**src/rtl/axis_mirror_arbiter.sv**
```systemverilog
// Packet-level round-robin merge of the read/write mirror streams onto one tagged AXI4-Stream output.
// Latency: 1 cycle per beat; 1 cycle grant from IDLE; one IDLE cycle between packets.
// Backpressure: m_tready stalls only the granted input; over-long tails are drained regardless of m_tready.
module axis_mirror_arbiter #(
  parameter int DATA_WIDTH = 64,
  parameter int MAX_BEATS  = 256,
  parameter int CNT_WIDTH  = 16
) (
  input  logic                  aclk,
  input  logic                  aresetn,
  input  logic [DATA_WIDTH-1:0] s0_tdata,
  input  logic                  s0_tvalid,
  output logic                  s0_tready,
  input  logic                  s0_tlast,
  input  logic [DATA_WIDTH-1:0] s1_tdata,
  input  logic                  s1_tvalid,
  output logic                  s1_tready,
  input  logic                  s1_tlast,
  output logic [DATA_WIDTH-1:0] m_tdata,
  output logic                  m_tvalid,
  input  logic                  m_tready,
  output logic                  m_tlast,
  output logic                  m_tdest,
  input  logic                  forward_en,
  input  logic                  err_clear,
  output logic [CNT_WIDTH-1:0]  pkt_count0,
  output logic [CNT_WIDTH-1:0]  pkt_count1,
  output logic [1:0]            err_overlong,
  output logic [1:0]            DBG_state,
  output logic                  DBG_grant
);

  localparam int BCW = $clog2(MAX_BEATS);
  localparam logic [1:0] ST_IDLE  = 2'd0;
  localparam logic [1:0] ST_PASS  = 2'd1;
  localparam logic [1:0] ST_DRAIN = 2'd2;

  logic [1:0]            state;
  logic                  grant;
  logic                  last_grant;
  logic [BCW-1:0]        beat_cnt;
  logic [DATA_WIDTH-1:0] sel_dat;
  logic                  sel_vld;
  logic                  sel_last;
  logic                  in_rdy;
  logic                  pass_acc;
  logic                  at_limit;
  logic                  pkt_done;
  logic [1:0]            err_set;

  assign sel_dat  = grant ? s1_tdata  : s0_tdata;
  assign sel_vld  = grant ? s1_tvalid : s0_tvalid;
  assign sel_last = grant ? s1_tlast  : s0_tlast;

  // DRAIN swallows the tail without touching the output, so it ignores m_tready.
  assign in_rdy    = ((state == ST_PASS) && (!m_tvalid || m_tready)) || (state == ST_DRAIN);
  assign s0_tready = in_rdy && !grant;
  assign s1_tready = in_rdy && grant;

  assign at_limit = (beat_cnt == BCW'(MAX_BEATS - 1));
  assign pass_acc = (state == ST_PASS) && sel_vld && in_rdy;
  assign pkt_done = pass_acc && (sel_last || at_limit);
  assign err_set  = (pass_acc && at_limit && !sel_last) ? (grant ? 2'b10 : 2'b01) : 2'b00;

  assign DBG_state = state;
  assign DBG_grant = grant;

  always_ff @(posedge aclk or negedge aresetn) begin
    if (!aresetn) begin
      state      <= ST_IDLE;
      grant      <= 1'b0;
      last_grant <= 1'b1;
      beat_cnt   <= '0;
    end else begin
      case (state)
        ST_IDLE: begin
          if (forward_en && (s0_tvalid || s1_tvalid)) begin
            state    <= ST_PASS;
            beat_cnt <= '0;
            grant    <= (s0_tvalid && s1_tvalid) ? !last_grant : s1_tvalid;
          end
        end
        ST_PASS: begin
          if (pass_acc) begin
            if (sel_last || at_limit) begin
              last_grant <= grant;
              beat_cnt   <= '0;
              state      <= sel_last ? ST_IDLE : ST_DRAIN;
            end else begin
              beat_cnt <= beat_cnt + 1'b1;
            end
          end
        end
        ST_DRAIN: begin
          if (sel_vld && sel_last) state <= ST_IDLE;
        end
        default: state <= ST_IDLE;
      endcase
    end
  end

  // Single output stage: reload on accept, otherwise empty when the sink takes the beat.
  always_ff @(posedge aclk or negedge aresetn) begin
    if (!aresetn) begin
      m_tvalid <= 1'b0;
      m_tdata  <= '0;
      m_tlast  <= 1'b0;
      m_tdest  <= 1'b0;
    end else if (pass_acc) begin
      m_tvalid <= 1'b1;
      m_tdata  <= sel_dat;
      m_tlast  <= sel_last || at_limit;
      m_tdest  <= grant;
    end else if (m_tready) begin
      m_tvalid <= 1'b0;
    end
  end

  always_ff @(posedge aclk or negedge aresetn) begin
    if (!aresetn) begin
      pkt_count0   <= '0;
      pkt_count1   <= '0;
      err_overlong <= 2'b00;
    end else begin
      if (pkt_done && !grant) pkt_count0 <= pkt_count0 + 1'b1;
      if (pkt_done && grant)  pkt_count1 <= pkt_count1 + 1'b1;
      err_overlong <= (err_overlong & ~{2{err_clear}}) | err_set;
    end
  end

endmodule

```
**config.mk**
```make
export PLATFORM = sky130hd
export DESIGN_NAME = axis_mirror_arbiter
export DESIGN_NICKNAME = d
export VERILOG_FILES = /design/src/rtl/axis_mirror_arbiter.sv
export SDC_FILE = /design/constraint.sdc
export NUM_CORES = 1
export LEC_CHECK = 0
export ABC_AREA = 0
export BUFFER_PORTS_ARGS = -buffer_cell sky130_fd_sc_hd__buf_4
export CAP_MARGIN = 20
export CORE_MARGIN = 5
export CORE_UTILIZATION = 51
export DETAILED_ROUTE_END_ITERATION = 7
export GPL_TIMING_DRIVEN = 0
export HOLD_SLACK_MARGIN = 0.15
export PLACE_DENSITY = 0.86
export SETUP_SLACK_MARGIN = 0.3
export SLEW_MARGIN = 5
export SYNTH_ARGS = -nofsm -noshare
export SYNTH_HDL_FRONTEND = slang
export SYNTH_SLANG_ARGS = --single-unit
```
**constraint.sdc**
```tcl
create_clock -name aclk -period 6.35 [get_ports aclk]
set_clock_uncertainty 0.2 [all_clocks]
set_input_delay 1.905 -clock aclk [delete_from_list [all_inputs] [get_ports aclk]]
set_output_delay 1.905 -clock aclk [all_outputs]
set_load 0.01 [all_outputs]
```
==> impl_metrics.env <==
export IMPL_routed_wl_mm=16.68
export IMPL_worstPathRequired_ns=4.24
export IMPL_leakagePower_uw=0.003921
export IMPL_min_period_ns=5.011
export IMPL_coreArea_um2=10180
export IMPL_syn_area_um2=5245
export IMPL_root_buffer="clkbuf_8"
export IMPL_ioPinCount=243
export IMPL_nets=901
export IMPL_status="completed"
export IMPL_cts_tree="built"
export IMPL_syn_inst=499
export IMPL_synth_ff_type="dfrtp_1"
export IMPL_grt_pass1_vias=5174
export IMPL_cts_buffer_depth=2
export IMPL_use_met3_pct=9.728
export IMPL_max_freq_mhz=199.6
export IMPL_final_util_pct=76.83
export IMPL_start_util_pct=51.50
export IMPL_reg2reg_from="DBG_grant$_DFFE_PN0P_"
export IMPL_reg2reg_to="m_tdata[48]$_DFFE_PN0P_"
export IMPL_drv_cap=0
export IMPL_hold_class="flip-flop to flip-flop"
export IMPL_dp_cells=877
export IMPL_tightest_slew_ns=0.7872
export IMPL_min_to="m_tdest$_DFFE_PN0P_"
export IMPL_vdd_ir_drop_max_uv=277.9
export IMPL_start_kind="input port"
export IMPL_synthDistinctLibCells=46
export IMPL_gp_congestion=0.8634
export IMPL_period_share_pct=78.91
export IMPL_layout_common_cells="buf_4 (242), dfrtp_1 (112), nand2_1 (88), o21ai_0 (73), mux2i_1 (64)"
export IMPL_n_fill_cell=700
export IMPL_final_area_um2=7825
export IMPL_min_from="m_tdest$_DFFE_PN0P_"
export IMPL_synth_edf_count=0
export IMPL_r2r_cells=7
export IMPL_drc=0
export IMPL_rrSetupSlack_ns=4.00
export IMPL_grt_use_total_pct=26.69
export IMPL_hold_depth=1
export IMPL_relSlewSlack_pct=47.52
export IMPL_route_vias_total=4827
export IMPL_layout_commonest_cell="buf_4"
export IMPL_ctsHoldBuffers=0
export IMPL_intPower_uw=2183
export IMPL_powerDensity_nw_per_um2=441.7
export IMPL_hpwl_mm=12.35
export IMPL_multi_input_area_um2=2258
export IMPL_sequentialPowerShare_pct=32.9
export IMPL_ctsResizeCount=0
export IMPL_path_max_fanout=10
export IMPL_viasPerCell=5.304
export IMPL_finalSetupViolCount=0
export IMPL_h_tree_depth=4
export IMPL_portBuffers=242
export IMPL_area_growth_pct=49.19
export IMPL_p_sw_share_pct=36.84
export IMPL_rsz0062_at_grt="no"
export IMPL_firstDrtPassIters=4
export IMPL_drt_initial_drc_count=233
export IMPL_use_met1_pct=30.79
export IMPL_synth_seq_area_share_pct=53.94
export IMPL_clock_sinks=113
export IMPL_die_area_um2=12410
export IMPL_ys_warn_count=0
export IMPL_pwr_share_clk_pct=26.4
export IMPL_worstPathArrival_ns=2.91
export IMPL_clkLatencyLatePin_ns=0.50
export IMPL_async_flop_share_pct=100.0
export IMPL_synth_nets=639
export IMPL_row_count=37
export IMPL_ant_nets=0
export IMPL_cts_made_buffers=17
export IMPL_register_area_um2=2829
export IMPL_cp_end_kind="primary output"
export IMPL_drive_gt1_share_pct=37.98
export IMPL_grt_overflow=0
export IMPL_antenna_found_initial=0
export IMPL_pwr_share_comb_pct=40.7
export IMPL_finalHoldViolations=0
export IMPL_ys_ff_latch=113
export IMPL_wl_per_cell_um=18.33
export IMPL_drv_slew=0
export IMPL_grt_pass1_wl_mm=26.38
export IMPL_netSwitchingPower_uw=1273
export IMPL_grt_max_degree=114
export IMPL_busiest_layer="met2"
export IMPL_use_met2_pct=45.72
export IMPL_post_dp_cell_area_um2=7236
export IMPL_path_clk_slew_ns=0.06
export IMPL_cts_setup_buffers=0
export IMPL_die_h_um=111.4
export IMPL_fin_tns_setup_ns=0
export IMPL_syn_avg_cell_area_um2=10.51
export IMPL_stdcell_count=910
export IMPL_n_antenna_cell=0
export IMPL_worstSetupPathType="input port to primary output"
export IMPL_die_w_um=111.4
==> per-stage QoR <==
stage | setup slack [ns] | total power (µW) | hold slack [ns]
4_1_cts | 1.331 | 3471 | 0.2787
6_report | 1.339 | 3456 | 0.2768
5_1_grt | 1.272 | 3659 | 0.2935
2_1_floorplan | 1.666 | 1848 | 0.2577
3_3_place_gp | 1.350 | 2488 | 0.2594
3_5_place_dp | 1.341 | 2550 | 0.2668
==> final cells by class <==
type	count	share of cell area, %
Sequential cell	113	36.15
Multi-Input combinational cell	351	28.86
Timing Repair Buffer	243	23.62
Clock buffer	21	5.740
Tap cell	136	2.175
Buffer	27	1.631
Clock inverter	11	1.439
Inverter	8	0.3838
==> per-layer routing <==
metal | vias to the layer above | share of wire, %
li1 | 2259 | -
met1 | 2330 | 37
met2 | 207 | 51
met3 | 31 | 9.3
met4 | 0 | 2.2
met5 | - | 0
==> critical path, cell delays in order <==
cell and delay [ns]:
buf_4 0.10, nand2b_1 0.22, nand2_1 0.15, buf_4 0.21
a21oi_1 0.11, buf_4 0.19
==> Yosys cell counts (2+ instances only) <==
master	n	share of area (%)
dfrtp_1	112	53
nand2_1	88	6.3
o21ai_0	73	7.0
mux2i_1	64	12
xnor2_1	19	3.2
nand3_1	15	1.4
clkbuf_1	14	1.0
nor2_1	13	0.93
nand4_1	11	1.3
xor2_1	11	1.8
inv_1	8	0.57
a21oi_1	6	0.57
and3_1	6	0.72
buf_2	5	0.48
nor3_1	5	0.48
buf_1	4	0.29
ha_1	3	0.72
nand2b_1	3	0.36
o21a_1	3	0.43
o31ai_1	3	0.43
or3_1	3	0.36
and4_1	2	0.33
buf_6	2	0.43
mux2_2	2	0.43
nor4_1	2	0.24
o32ai_1	2	0.33
==> power by group through the flow <==
| stage | clock network [µW] | registers, µW | logic (µW) |
|---|---|---|---|
| after floorplan | 0 | 1220 | 629 |
| after global placement | 0 | 1130 | 1360 |
| after detailed placement | 0 | 1130 | 1420 |
| after CTS | 914 | 1130 | 1420 |
| after global routing | 948 | 1170 | 1540 |
| final | 911 | 1140 | 1410 |
==> flip-flops by register name (all words and copies together), names as in the netlist, 2 cells and up <==
signal / flops
m_tdata: 64
pkt_count0: 16
pkt_count1: 16
beat_cnt: 8
DBG_state: 2
err_overlong: 2
==> worst max-delay path by stage <==
stage,end,depth (start not counted),start
after floorplan,s0_tready,4,m_tready
final,s0_tready,6,m_tready
after detailed placement,s0_tready,6,m_tready
after global placement,s0_tready,6,m_tready
after CTS,s0_tready,6,m_tready
after global routing,s0_tready,6,m_tready
==> cells by family after synthesis <==
| logic type | Yosys count | synth area share [%] |
|---|---|---|
| multiplexers | 67 | 13.07 |
| adder cells (fa/ha/maj) | 3 | 0.7157 |
| buffers and inverters | 35 | 3.006 |
| AND/OR/NAND/NOR | 159 | 14.50 |
| AO/OA/AOI/OAI | 92 | 9.757 |
| XOR/XNOR | 30 | 5.010 |
| flip-flops | 113 | 53.94 |
(Power assumes the default switching activity.)
